### src/rtl/tx_scheduler_pkg.sv
// Shared definitions for the UART transmit scheduler: FSM encoding, report
// framing constants and the ASCII digit/report-byte helpers.
package tx_scheduler_pkg;

    typedef enum logic [1:0] {
        ST_IDLE      = 2'd0,
        ST_START     = 2'd1,
        ST_WAIT_ACK  = 2'd2,
        ST_WAIT_DONE = 2'd3
    } tx_state_e;

    localparam int         RPT_LEN     = 10;
    localparam logic [7:0] ASCII_COLON = 8'h3A;
    localparam logic [7:0] ASCII_CR    = 8'h0D;
    localparam logic [7:0] ASCII_LF    = 8'h0A;
    localparam logic [7:0] ASCII_ZERO  = 8'h30;

    // Out-of-range field values are deliberately not clamped (63 -> "63").
    function automatic logic [7:0] tens_digit(input logic [5:0] v);
        return ASCII_ZERO + 8'(v / 6'd10);
    endfunction

    function automatic logic [7:0] ones_digit(input logic [5:0] v);
        return ASCII_ZERO + 8'(v % 6'd10);
    endfunction

    // Byte idx of "HH:MM:SS\r\n" built from the snapshotted time.
    function automatic logic [7:0] rpt_char(
        input logic [3:0] idx,
        input logic [4:0] h,
        input logic [5:0] m,
        input logic [5:0] s
    );
        logic [7:0] c;
        case (idx)
            4'd0:    c = tens_digit({1'b0, h});
            4'd1:    c = ones_digit({1'b0, h});
            4'd2:    c = ASCII_COLON;
            4'd3:    c = tens_digit(m);
            4'd4:    c = ones_digit(m);
            4'd5:    c = ASCII_COLON;
            4'd6:    c = tens_digit(s);
            4'd7:    c = ones_digit(s);
            4'd8:    c = ASCII_CR;
            default: c = ASCII_LF;
        endcase
        return c;
    endfunction

endpackage

### src/rtl/tx_scheduler_sync_fifo.sv
// Small synchronous FIFO holding received bytes awaiting echo; the head word
// is presented combinationally so it can be loaded in the same cycle it pops.
module sync_fifo #(
    parameter int WIDTH = 8,
    parameter int DEPTH = 4
) (
    input  logic             clk,
    input  logic             rst_n,
    input  logic             wr_en,
    input  logic [WIDTH-1:0] wr_data,
    input  logic             rd_en,
    output logic [WIDTH-1:0] rd_data,
    output logic             full,
    output logic             empty
);

    localparam int AW = $clog2(DEPTH);

    logic [WIDTH-1:0] mem [DEPTH];
    logic [AW:0]      wr_ptr_q, wr_ptr_d;
    logic [AW:0]      rd_ptr_q, rd_ptr_d;
    logic             do_wr, do_rd;

    // Extra pointer MSB distinguishes full from empty when the indices match.
    assign empty   = (wr_ptr_q == rd_ptr_q);
    assign full    = (wr_ptr_q[AW] != rd_ptr_q[AW]) &&
                     (wr_ptr_q[AW-1:0] == rd_ptr_q[AW-1:0]);
    assign do_rd   = rd_en && !empty;
    assign do_wr   = wr_en && (!full || do_rd);
    assign rd_data = mem[rd_ptr_q[AW-1:0]];

    always_comb begin
        wr_ptr_d = wr_ptr_q + {{AW{1'b0}}, do_wr};
        rd_ptr_d = rd_ptr_q + {{AW{1'b0}}, do_rd};
    end

    always_ff @(posedge clk or negedge rst_n) begin
        if (!rst_n) begin
            wr_ptr_q <= '0;
            rd_ptr_q <= '0;
        end else begin
            wr_ptr_q <= wr_ptr_d;
            rd_ptr_q <= rd_ptr_d;
        end
    end

    always_ff @(posedge clk) begin
        if (do_wr) begin
            mem[wr_ptr_q[AW-1:0]] <= wr_data;
        end
    end

endmodule

### src/rtl/tx_scheduler.sv
// Shares one UART transmitter between byte echo and a 10-byte "HH:MM:SS\r\n"
// time report, arbitrating round-robin per whole message.
module tx_scheduler
    import tx_scheduler_pkg::*;
#(
    parameter bit ECHO_EN    = 1'b1,
    parameter int FIFO_DEPTH = 4
) (
    input  logic       clk,
    input  logic       rst,
    input  logic [7:0] rx_data,
    input  logic       rx_done,
    input  logic       rpt_req,
    input  logic [4:0] hour,
    input  logic [5:0] min,
    input  logic [5:0] sec,
    input  logic       tx_busy,
    output logic       tx_start,
    output logic [7:0] tx_data,
    output logic       rpt_busy,
    output logic       echo_drop
);

    tx_state_e  state_q, state_d;
    logic       pending_q, pending_d;
    logic [3:0] idx_q, idx_d;
    logic [4:0] hour_snap_q, hour_snap_d;
    logic [5:0] min_snap_q, min_snap_d;
    logic [5:0] sec_snap_q, sec_snap_d;
    logic       last_rpt_q, last_rpt_d;
    logic       cur_rpt_q, cur_rpt_d;
    logic [7:0] tx_data_q, tx_data_d;
    logic       echo_drop_q, echo_drop_d;

    logic       fifo_wr, fifo_rd, fifo_full, fifo_empty;
    logic [7:0] fifo_head;
    logic       echo_ok, rpt_mid, grant_rpt, grant_echo;

    sync_fifo #(
        .WIDTH (8),
        .DEPTH (FIFO_DEPTH)
    ) u_echo_fifo (
        .clk     (clk),
        .rst_n   (rst),
        .wr_en   (fifo_wr),
        .wr_data (rx_data),
        .rd_en   (fifo_rd),
        .rd_data (fifo_head),
        .full    (fifo_full),
        .empty   (fifo_empty)
    );

    assign fifo_wr = ECHO_EN && rx_done;
    assign echo_ok = ECHO_EN && !fifo_empty;
    // A partly sent report keeps the grant so its bytes are never interleaved.
    assign rpt_mid    = pending_q && (idx_q != 4'd0);
    assign grant_rpt  = rpt_mid || (pending_q && (!echo_ok || !last_rpt_q));
    assign grant_echo = !grant_rpt && echo_ok;

    always_comb begin
        state_d     = state_q;
        pending_d   = pending_q;
        idx_d       = idx_q;
        hour_snap_d = hour_snap_q;
        min_snap_d  = min_snap_q;
        sec_snap_d  = sec_snap_q;
        last_rpt_d  = last_rpt_q;
        cur_rpt_d   = cur_rpt_q;
        tx_data_d   = tx_data_q;
        fifo_rd     = 1'b0;

        if (rpt_req && !pending_q) begin
            pending_d   = 1'b1;
            hour_snap_d = hour;
            min_snap_d  = min;
            sec_snap_d  = sec;
        end

        case (state_q)
            ST_IDLE: begin
                if (!tx_busy && (grant_rpt || grant_echo)) begin
                    state_d    = ST_START;
                    cur_rpt_d  = grant_rpt;
                    last_rpt_d = grant_rpt;
                    if (grant_rpt) begin
                        tx_data_d = rpt_char(idx_q, hour_snap_q, min_snap_q, sec_snap_q);
                        idx_d     = (idx_q == 4'(RPT_LEN - 1)) ? 4'd0 : idx_q + 4'd1;
                    end else begin
                        fifo_rd   = 1'b1;
                        tx_data_d = fifo_head;
                    end
                end
            end
            ST_START: begin
                state_d = ST_WAIT_ACK;
            end
            ST_WAIT_ACK: begin
                if (tx_busy) begin
                    state_d = ST_WAIT_DONE;
                end
            end
            ST_WAIT_DONE: begin
                if (!tx_busy) begin
                    state_d = ST_IDLE;
                    // Index has wrapped only after the final report byte went out.
                    if (cur_rpt_q && (idx_q == 4'd0)) begin
                        pending_d = 1'b0;
                    end
                end
            end
            default: begin
                state_d = ST_IDLE;
            end
        endcase

        echo_drop_d = fifo_wr && fifo_full && !fifo_rd;
    end

    always_ff @(posedge clk or negedge rst) begin
        if (!rst) begin
            state_q     <= ST_IDLE;
            pending_q   <= 1'b0;
            idx_q       <= 4'd0;
            hour_snap_q <= 5'd0;
            min_snap_q  <= 6'd0;
            sec_snap_q  <= 6'd0;
            last_rpt_q  <= 1'b1;
            cur_rpt_q   <= 1'b0;
            tx_data_q   <= 8'h00;
            echo_drop_q <= 1'b0;
        end else begin
            state_q     <= state_d;
            pending_q   <= pending_d;
            idx_q       <= idx_d;
            hour_snap_q <= hour_snap_d;
            min_snap_q  <= min_snap_d;
            sec_snap_q  <= sec_snap_d;
            last_rpt_q  <= last_rpt_d;
            cur_rpt_q   <= cur_rpt_d;
            tx_data_q   <= tx_data_d;
            echo_drop_q <= echo_drop_d;
        end
    end

    assign tx_start  = (state_q == ST_START);
    assign tx_data   = tx_data_q;
    assign rpt_busy  = pending_q;
    assign echo_drop = echo_drop_q;

endmodule
### config.mk
export PLATFORM = sky130hd
export DESIGN_NAME = tx_scheduler
export DESIGN_NICKNAME = d
export VERILOG_FILES = /design/src/rtl/tx_scheduler_pkg.sv /design/src/rtl/tx_scheduler_sync_fifo.sv /design/src/rtl/tx_scheduler.sv
export SDC_FILE = /design/constraint.sdc
export NUM_CORES = 1
export LEC_CHECK = 0
export CORE_AREA = 5 5 73 125
export CTS_CLUSTER_SIZE = 28
export DETAILED_ROUTE_END_ITERATION = 10
export DIE_AREA = 0 0 78 130
export PLACE_DENSITY = 0.75
export SLEW_MARGIN = 5
export SYNTH_ARGS = -nofsm -noshare
export SYNTH_HDL_FRONTEND = slang
export SYNTH_HIERARCHICAL = 1
export SYNTH_SLANG_ARGS = --single-unit
### constraint.sdc
create_clock -name clk -period 3.22 [get_ports clk]
set_clock_uncertainty 0.15 [all_clocks]
set_input_delay 0.322 -clock clk [delete_from_list [all_inputs] [get_ports clk]]
set_output_delay 0.322 -clock clk [all_outputs]
set_load 0.03 [all_outputs]
==> metrics.csv, run 1 <==
stage,metric,value,unit
clock_tree,postCtsHoldBufs,0,
job,maxCapViolCount,0,
synth,yosys_warnings,6,
global_routing,grt_use_met1,20.5,%
layout,syn_to_final_growth,19.4,%
timing,worst_pin_slew,1.17,ns
placement,gp_congestion,0.903,
placement,dp_slack,0.134,ns
placement,postPlaceCellArea,4810,um2
worst_setup_path,cp.arrival,2.78,ns
clock_tree,clk_pin_slew,0.06,ns
global_routing,grt_pass1_vias,3464,
worst_setup_path,crit_path_start_kind,flip-flop,
global_routing,grt_pass1_wl,16300,um
detailed_routing,drt-total-wl,9840,um
floorplan,io_pins,41,
floorplan,die_h,130,um
layout,layout.nets,496,
detailed_routing,drc_errors,0,
floorplan,start_util,53.8,%
global_routing,busiest_layer,met2,
clock_tree,htreeDepth,3,
synth,synth_area,4250,um2
layout,antenna-diode-count,0,
global_routing,grt_overflow,0,
power_and_ir_drop,power.total,5.10,mW
global_routing,grt_use_total,20.6,%
worst_setup_path,worstSetupEndpointType,flip-flop,
synth,ys_ff_latch,73,
worst_setup_path,rr_worst_depth,6,
timing,post-route-min-period,2.98,ns
power_and_ir_drop,vdd.ir_drop.worst,0.000492,V
worst_setup_path,worst_ep_required_time,3.02,ns
clock_tree,clock-sinks,73,
floorplan,die-area,10100,um2
detailed_routing,wl_per_cell,18.0,um
synth,synth-edff-count,32,
floorplan,core_area,7910,um2
synth,async_flop_share,56.2,%
layout,fin_util,64.2,%
clock_tree,cts_tree,yes,
worst_setup_path,rr_startpoint,u_echo_fifo/wr_ptr_q[0],
synth,ys_seq_area_share,46.8,%
timing,hold_slack,-0.0209,ns
global_routing,grt_util_met3,5.11,%
worst_setup_path,criticalPathCategory,flip-flop to flip-flop,
worst_setup_path,rrSetupSlack,0.24,ns
timing,worst_slack,0.243,ns
synth,syn-instance-count,403,
timing,setup_viol,0,
layout,drive_above_1_share,12.9,%
clock_tree,clk_latency,0.34,ns
detailed_routing,drt_iter0_drc,314,
timing,maxSlewViolCount,0,
outcome,violations,negative hold slack,
detailed_routing,dr.pass1.iters,5,
timing,period_share,92.4,%
power_and_ir_drop,leakagePower,2.00,nW
clock_tree,ctsLongestPathBuffers,2,
global_routing,met2_usage,38.9,%
placement,place_hpwl,7250,um
timing,tns,0,ns
clock_tree,cts_root_buffer,clkbuf_16,
detailed_routing,postRouteAntennaNets,0,
floorplan,die_w,78,um
layout,layout_common_cells,"dfrtp_1 (39), clkdlybuf4s50_1 (39), nand2_1 (36)",
global_routing,antenna_found_initial,0,
timing,max_freq,336,MHz
timing,hold_violations,20,
placement,portBuffers,40,
timing,rsz0062_at_grt,false,
clock_tree,cts-buffers-inserted,9,
synth,synth_cell_type_count,63,
worst_setup_path,r2r_end,u_echo_fifo/mem[0][4],
outcome,status,finished with violations,
global_routing,grt_max_degree,42,
synth,synth_flop_cell,dfrtp_1,
detailed_routing,vias_per_cell,6.05,
synth,avgSynthCellArea,10.5,um2
worst_hold_path,min_path_type,input port to asynchronous set/reset pin,
layout,post-route-cell-area,5070,um2
floorplan,rows,43,
timing,relSlewSlack,21.1,%
worst_setup_path,crit_fanout,8,
detailed_routing,vias,3305,
synth,syn-num-nets,448,
power_and_ir_drop,cellPowerDensity,1000,nW/um2
==> per-layer routing <==
metal,up-vias,part of all wire (%)
met2,80,56
met3,27,4.3
met5,-,0
met4,0,3.6
met1,1605,36
li1,1593,-
==> cells by family (layout without fill, tap and decap cells) <==
group,count (synthesis),after routing,synth area share [%]
and+or+nand+nor,141,141,17.4
AOI/OAI and AO/OA,101,101,16.1
DFF,73,73,46.8
buffers and inverters,39,92,4.03
muxes,23,23,8.83
adders and majority gates,15,15,4.41
xor gates and xnor gates,10,10,2.41
other,1,1,0.0882
==> layout make-up <==
| cell class | instances | area [um2] |
|---|---|---|
| Clock inverter | 6 | 36.3 |
| Timing Repair Buffer | 62 | 561 |
| Inverter | 14 | 52.6 |
| Clock buffer | 10 | 229 |
| Tap cell | 90 | 113 |
| Fill cell | 634 | 2830 |
| Sequential cell | 73 | 1990 |
| Multi-Input combinational cell | 291 | 2090 |
==> sequential cells by signal (all words and copies together) (netlist names), 2 cells and up <==
signal,count
u_echo_fifo/mem,32
u_echo_fifo/rd_ptr_q,3
u_echo_fifo/wr_ptr_q,3
tx_data,8
min_snap_q,6
state_q,2
sec_snap_q,6
idx_q,4
hour_snap_q,5
==> per-stage QoR <==
step           hold slack [ns]  cells
2_1_floorplan           -0.124    403
3_3_place_gp             0.313    530
3_5_place_dp             0.321    530
4_1_cts                 0.0240    546
5_1_grt                 0.0706    546
6_report               -0.0209    546
==> synthesized netlist by cell type (all sizes together), types with 5 or more instances <==
library cell / number / share of area [%]
dfrtp: 40 / 24
nand2: 36 / 3.2
edfxtp: 32 / 23
o21ai: 31 / 3.6
nor2: 30 / 2.6
a21oi: 19 / 2.2
clkbuf: 16 / 1.4
ha: 15 / 4.4
inv: 14 / 1.2
mux2: 12 / 3.2
nor3: 12 / 1.4
nand2b: 10 / 1.5
nor2b: 10 / 1.5
buf: 9 / 1.4
mux4: 8 / 4.9
nand3b: 7 / 1.2
a22oi: 6 / 1.1
nand3: 6 / 0.71
o211ai: 6 / 1.1
xor2: 6 / 1.6
a31oi: 5 / 0.74
nor3b: 5 / 0.88
nor4: 5 / 0.88
==> worst max path at each step <==
stage / endpoint / slack, ns / from
5_1_grt: tx_data[5] / 0.02 / min_snap_q[2]
4_1_cts: tx_data[5] / 0.12 / sec_snap_q[3]
6_report: u_echo_fifo/mem[0][4] / 0.24 / u_echo_fifo/wr_ptr_q[0]
3_5_place_dp: tx_data[5] / 0.13 / sec_snap_q[3]
3_3_place_gp: tx_data[5] / 0.20 / sec_snap_q[3]
2_1_floorplan: u_echo_fifo/mem[2][0] / 0.37 / idx_q[0]
==> power by group <==
part	internal (mW)	switching (mW)
sequential	1.32	0.372
combinational	1.11	1.39
clock	0.517	0.389
==> worst max-delay path, cell delays in order (launching register included) <==
cell,delay (ns)
dfrtp_1,0.48
xor2_2,0.27
nor3b_1,0.16
a211oi_1,0.30
buf_4,0.21
o41ai_4,0.11
nor3_1,0.91
==> repair_timing <==
action                                  in CTS  in global routing
resized for setup                            0                  2
buffers inserted                             0                  0
endpoints found under the setup margin       0                  2
Power figures use the tool's default switching activity.
==> run 2, diff against run 1 <==
- CAP_MARGIN: default -> 20
- clock period: 3.22 -> 3.56 ns (I/O delays scaled with it)
==> run 2 against run 1 <==
The run now ends clean. Sequential cell count did not move. Register-to-register slack improved by 0.21 ns. Clock power rose by 4.2%. Die area did not move. Worst hold slack improved by 0.025 ns. Via count fell by 0.42%. Critical path depth rose by 5. Final cell count fell by 1.3%. Final area barely moved. Setup slack improved by 0.21 ns. Total power fell by 8.8%. Critical path type unchanged. Largest cell class unchanged. Largest power group unchanged.
==> metrics.csv, run 2 (synthesis gave the netlist of run 1 again) <==
stage,metric,value,unit
clock_tree,htreeDepth,3,
global_routing,grt_overflow,0,
placement,portBuffers,40,
detailed_routing,postRouteAntennaNets,0,
clock_tree,cts_root_buffer,clkbuf_16,
worst_setup_path,max_stage_delay,0.57,ns
floorplan,rows,43,
layout,layout_common_cells,"dfrtp_1 (40), clkdlybuf4s50_1 (39), nand2_1 (36)",
timing,tns,0,ns
timing,setup_viol,0,
global_routing,grt_use_met1,20.3,%
detailed_routing,vias,3291,
worst_setup_path,criticalPathCategory,flip-flop to flip-flop,
global_routing,grt_max_degree,42,
detailed_routing,wl_per_cell,17.8,um
worst_setup_path,rr_startpoint,sec_snap_q[5],
detailed_routing,drt-total-wl,9610,um
global_routing,antenna_found_initial,0,
detailed_routing,drt_iter0_drc,424,
layout,largest_register_ffs,32,
clock_tree,post_cts_buffers,0,
worst_setup_path,cp_slowest_cell,dfrtp_1,
worst_setup_path,rr_worst_depth,11,
job,maxCapViolCount,0,
clock_tree,ctsLongestPathBuffers,2,
clock_tree,cts_tree,yes,
layout,n_fill_cell,634,
global_routing,grt_util_met3,3.66,%
power_and_ir_drop,vdd.ir_drop.worst,0.000452,V
global_routing,busiest_layer,met2,
layout,drive_above_1_share,11.4,%
timing,worst_pin_slew,0.934,ns
outcome,status,finished clean,
timing,max_freq,322,MHz
worst_setup_path,crit_path_start_kind,flip-flop,
placement,place_hpwl,6990,um
layout,layout_commonest_cell,dfrtp_1,
clock_tree,cts_resized,0,
worst_hold_path,min_path_type,input port to asynchronous set/reset pin,
layout,stdcell_count,539,
worst_setup_path,crit_fanout,15,
clock_tree,clk_latency,0.34,ns
placement,dp.cells,522,
global_routing,grt_pass1_wl,15800,um
timing,post-route-min-period,3.10,ns
layout,antenna-diode-count,0,
floorplan,io_pins,41,
worst_setup_path,worst_ep_required_time,3.68,ns
floorplan,die_h,130,um
timing,maxSlewViolCount,0,
timing,period_share,87.1,%
power_and_ir_drop,leakagePower,1.99,nW
worst_setup_path,rrSetupSlack,0.46,ns
global_routing,met2_usage,37.5,%
clock_tree,postCtsHoldBufs,0,
floorplan,die_w,78,um
power_and_ir_drop,cellPowerDensity,917,nW/um2
detailed_routing,drc_errors,0,
clock_tree,clk_pin_slew,0.06,ns
clock_tree,clock-sinks,73,
placement,gp_congestion,0.889,
worst_setup_path,cp.arrival,3.22,ns
detailed_routing,dr.pass1.iters,5,
layout,syn_to_final_growth,19.2,%
worst_setup_path,path_cells,or2b_1 -> xnor2_1 -> o21ai_0 -> ha_1 -> o21ai_0 -> a221oi_1 -> a21oi_1 -> a31oi_1 -> ha_1 -> a21oi_1 -> a221o_1,
floorplan,start_util,53.8,%
floorplan,die-area,10100,um2
worst_setup_path,worstSetupEndpointType,flip-flop,
worst_setup_path,r2r_end,tx_data[5],
global_routing,grt_use_total,19.9,%
clock_tree,cts-buffers-inserted,9,
timing,rsz0062_at_grt,false,
detailed_routing,vias_per_cell,6.11,
timing,hold_violations,0,
timing,relSlewSlack,37.7,%
floorplan,core_area,7910,um2
global_routing,grt_pass1_vias,3295,
layout,layout.nets,489,
run 2: cell type report:
| type | instances | area (um2) | area share (%) |
|---|---|---|---|
| clock buffer | 11 | 254 | 5.01 |
| timing repair buffer | 55 | 508 | 10.0 |
| inverter | 14 | 52.6 | 1.04 |
| tap | 90 | 113 | 2.22 |
| sequential | 73 | 1990 | 39.2 |
| clock inverter | 5 | 60.1 | 1.18 |
| multi-input combinational | 291 | 2090 | 41.3 |
run 2: power by group:
part           switching [mW]  total (mW)  leakage [nW]  internal, mW
logic                    1.18        2.13          1.05         0.954
clock network           0.355       0.944         0.152         0.589
registers               0.385        1.57         0.790          1.19
run 2: worst max-delay path, delay by kind of cell (launching register included):
family	cells	cell delay, ns
compound gates	7	1.32
flops	1	0.57
fa+ha+maj	2	0.55
simple gates	1	0.32
xor+xnor	1	0.13
run 2: how the worst max path moves through the flow:
stage,end,cells past startpoint,startpoint
after floorplan,u_echo_fifo/mem[2][0],7,idx_q[0]
after global placement,tx_data[7],10,sec_snap_q[3]
after detailed placement,u_echo_fifo/mem[0][7],6,tx_busy
after CTS,tx_data[5],11,sec_snap_q[5]
after global routing,tx_data[5],11,sec_snap_q[5]
final,tx_data[5],11,sec_snap_q[5]
run 2: routing by layer:
layer	vias to the layer above	part of all wire, %
met3	26	3.9
met1	1585	36
li1	1582	-
met5	-	0
met4	0	4.0
met2	98	56
run 2: metrics by stage:
| step | util (%) | setup WS (ns) | hold WS [ns] | area, um2 | total power [mW] |
|---|---|---|---|---|---|
| final | 64.1 | 0.458 | 0.00412 | 5070 | 4.65 |
| after global routing | 64.1 | 0.215 | 0.117 | 5070 | 4.98 |
| after CTS | 64.0 | 0.420 | 0.0569 | 5060 | 4.66 |
| after detailed placement | 60.0 | 0.403 | 0.321 | 4750 | 3.69 |
| after global placement | 60.0 | 0.482 | 0.309 | 4750 | 3.63 |
| after floorplan | - | 0.709 | -0.0896 | 4250 | 3.11 |
==> run 3, diff against run 2 <==
- clock period: 3.56 -> 3.14 ns (I/O delays scaled with it)
==> run 3 against run 2 <==
Die area unchanged. Sequential power rose by 9.6%. Critical endpoint unchanged. Global-route usage rose by 1.0 points. Setup slack got worse by 0.16 ns.
==> metrics.csv, run 3 (synthesis gave the netlist of run 1 again) <==
stage,metric,value,unit
outcome,status,finished clean,
power_and_ir_drop,p_sw,2.24,mW
global_routing,grt_max_degree,42,
power_and_ir_drop,power_frac_seq,31.4,%
worst_hold_path,min_path_type,input port to asynchronous set/reset pin,
timing,period_share,90.5,%
power_and_ir_drop,p_sw_share,41.0,%
placement,gp_congestion,0.882,
layout,stdcell_count,552,
floorplan,start_util,53.8,%
detailed_routing,vias,3358,
placement,dp.cells,533,
placement,place_hpwl,7370,um
timing,post-route-min-period,2.84,ns
detailed_routing,drt_iter0_drc,394,
layout,layout_commonest_cell,clkdlybuf4s50_1,
floorplan,core_area,7910,um2
timing,maxSlewViolCount,0,
clock_tree,clk_pin_slew,0.06,ns
floorplan,die_w,78,um
layout,syn_to_final_growth,22.1,%
layout,layout.nets,502,
worst_setup_path,worstSetupEndpointType,flip-flop,
timing,max_freq,352,MHz
clock_tree,post_cts_buffers,0,
timing,hold_slack,0.246,ns
detailed_routing,dr.pass1.iters,5,
power_and_ir_drop,p_int,3.23,mW
clock_tree,htreeDepth,3,
layout,largest_register_ffs,32,
floorplan,die_h,130,um
clock_tree,cts_tree,yes,
worst_setup_path,crit_fanout,15,
timing,relSlewSlack,47.9,%
clock_tree,cts-buffers-inserted,9,
power_and_ir_drop,cellPowerDensity,1050,nW/um2
worst_setup_path,crit_path_start_kind,flip-flop,
global_routing,grt_use_total,20.9,%
worst_setup_path,worst_ep_required_time,3.26,ns
detailed_routing,postRouteAntennaNets,0,
layout,layout_common_cells,"clkdlybuf4s50_1 (39), dfrtp_1 (38), nand2_1 (36)",
global_routing,antenna_found_initial,0,
power_and_ir_drop,vdd.ir_drop.worst,0.000657,V
detailed_routing,vias_per_cell,6.08,
power_and_ir_drop,power_frac_comb,48.5,%
worst_setup_path,criticalPathCategory,flip-flop to flip-flop,
clock_tree,ctsLongestPathBuffers,2,
layout,antenna-diode-count,0,
layout,drive_above_1_share,14.5,%
job,maxCapViolCount,0,
layout,seq_area,1990,um2
placement,postPlaceCellArea,4830,um2
placement,portBuffers,40,
floorplan,die-area,10100,um2
timing,worst_pin_slew,0.778,ns
floorplan,io_pins,41,
power_and_ir_drop,leakagePower,2.06,nW
detailed_routing,drc_errors,0,
timing,setup_viol,0,
detailed_routing,drt-total-wl,10000,um
timing,tns,0,ns
global_routing,grt_pass1_vias,3473,
layout,n_fill_cell,613,
global_routing,grt_overflow,0,
layout,multi_input_comb_area,2100,um2
timing,rsz0062_at_grt,false,
power_and_ir_drop,clockPowerShare,20.1,%
power_and_ir_drop,power.total,5.47,mW
clock_tree,clk_latency,0.34,ns
layout,post-route-cell-area,5190,um2
floorplan,rows,43,
worst_setup_path,cp.arrival,2.96,ns
clock_tree,clock-sinks,73,
timing,hold_violations,0,
global_routing,grt_pass1_wl,16600,um
clock_tree,cts_root_buffer,clkbuf_16,
detailed_routing,wl_per_cell,18.1,um
[run 3: cell types whose count changed in the layout (fill, tap and decap cells not counted), moves of 2 or more]
cell	change
dfrtp_2	+2
buf_4	+11
dfrtp_1	-2
clkinv_2	+2
[run 3: cell type report]
cell class                      instances  share of cell area (%)
Clock buffer                            9                    4.34
Timing Repair Buffer                   68                    12.0
Sequential cell                        73                    38.3
Multi-Input combinational cell        291                    40.4
Tap cell                               90                    2.17
Clock inverter                          7                    1.78
Inverter                               14                    1.01
[run 3: critical path, cell delays in order (launching register included)]
cell and delay [ns]:
dfrtp_2 0.49, or2b_1 0.30, xnor2_1 0.15, o21ai_2 0.18, ha_1 0.25, o21ai_0 0.10, a221oi_1 0.27, a21oi_1 0.09
a31oi_1 0.23, ha_1 0.27, a21oi_1 0.15, a221o_1 0.13
[run 3: power by group through the flow]
stage,sequential [mW],combinational (mW),clock (mW)
6_report,1.72,2.65,1.10
5_1_grt,1.76,2.93,1.16
4_1_cts,1.71,2.63,1.11
3_5_place_dp,1.73,2.60,0
3_3_place_gp,1.71,2.52,0
2_1_floorplan,1.64,1.88,0
[run 3: timing repair]
action,4_1_cts,5_1_grt
endpoints found under the hold margin,0,10
setup endpoints to repair,0,2
hold buffers,0,1
resized for setup,0,4
[run 3: worst paths after layout]
kind / to / slack (ns) / cells past startpoint / start
worst max-delay path: tx_data[5] / 0.30 / 11 / sec_snap_q[3]
worst min-delay path: sec_snap_q[4] / 0.25 / 2 / rst
worst max register to register: tx_data[5] / 0.30 / 11 / sec_snap_q[3]
worst min register to register: last_rpt_q / 0.33 / 2 / last_rpt_q
max in group asynchronous: last_rpt_q / 2.04 / 3 / rst
min in group clk: last_rpt_q / 0.33 / 2 / last_rpt_q
[run 3: through the flow]
stage	utilization [%]	setup slack [ns]
after floorplan	-	0.289
after global placement	61.1	0.193
after detailed placement	61.1	0.123
after CTS	65.1	0.0944
after global routing	65.7	0.0930
final	65.7	0.299
[run 3: routing by layer]
metal  vias up  GRT usage, %  wire length [um]
met5         -             0                 0
met4         0          10.0               387
li1       1620             -                 -
met1      1617          21.4              3630
met3        27          3.66               394
met2        94          40.1              5600
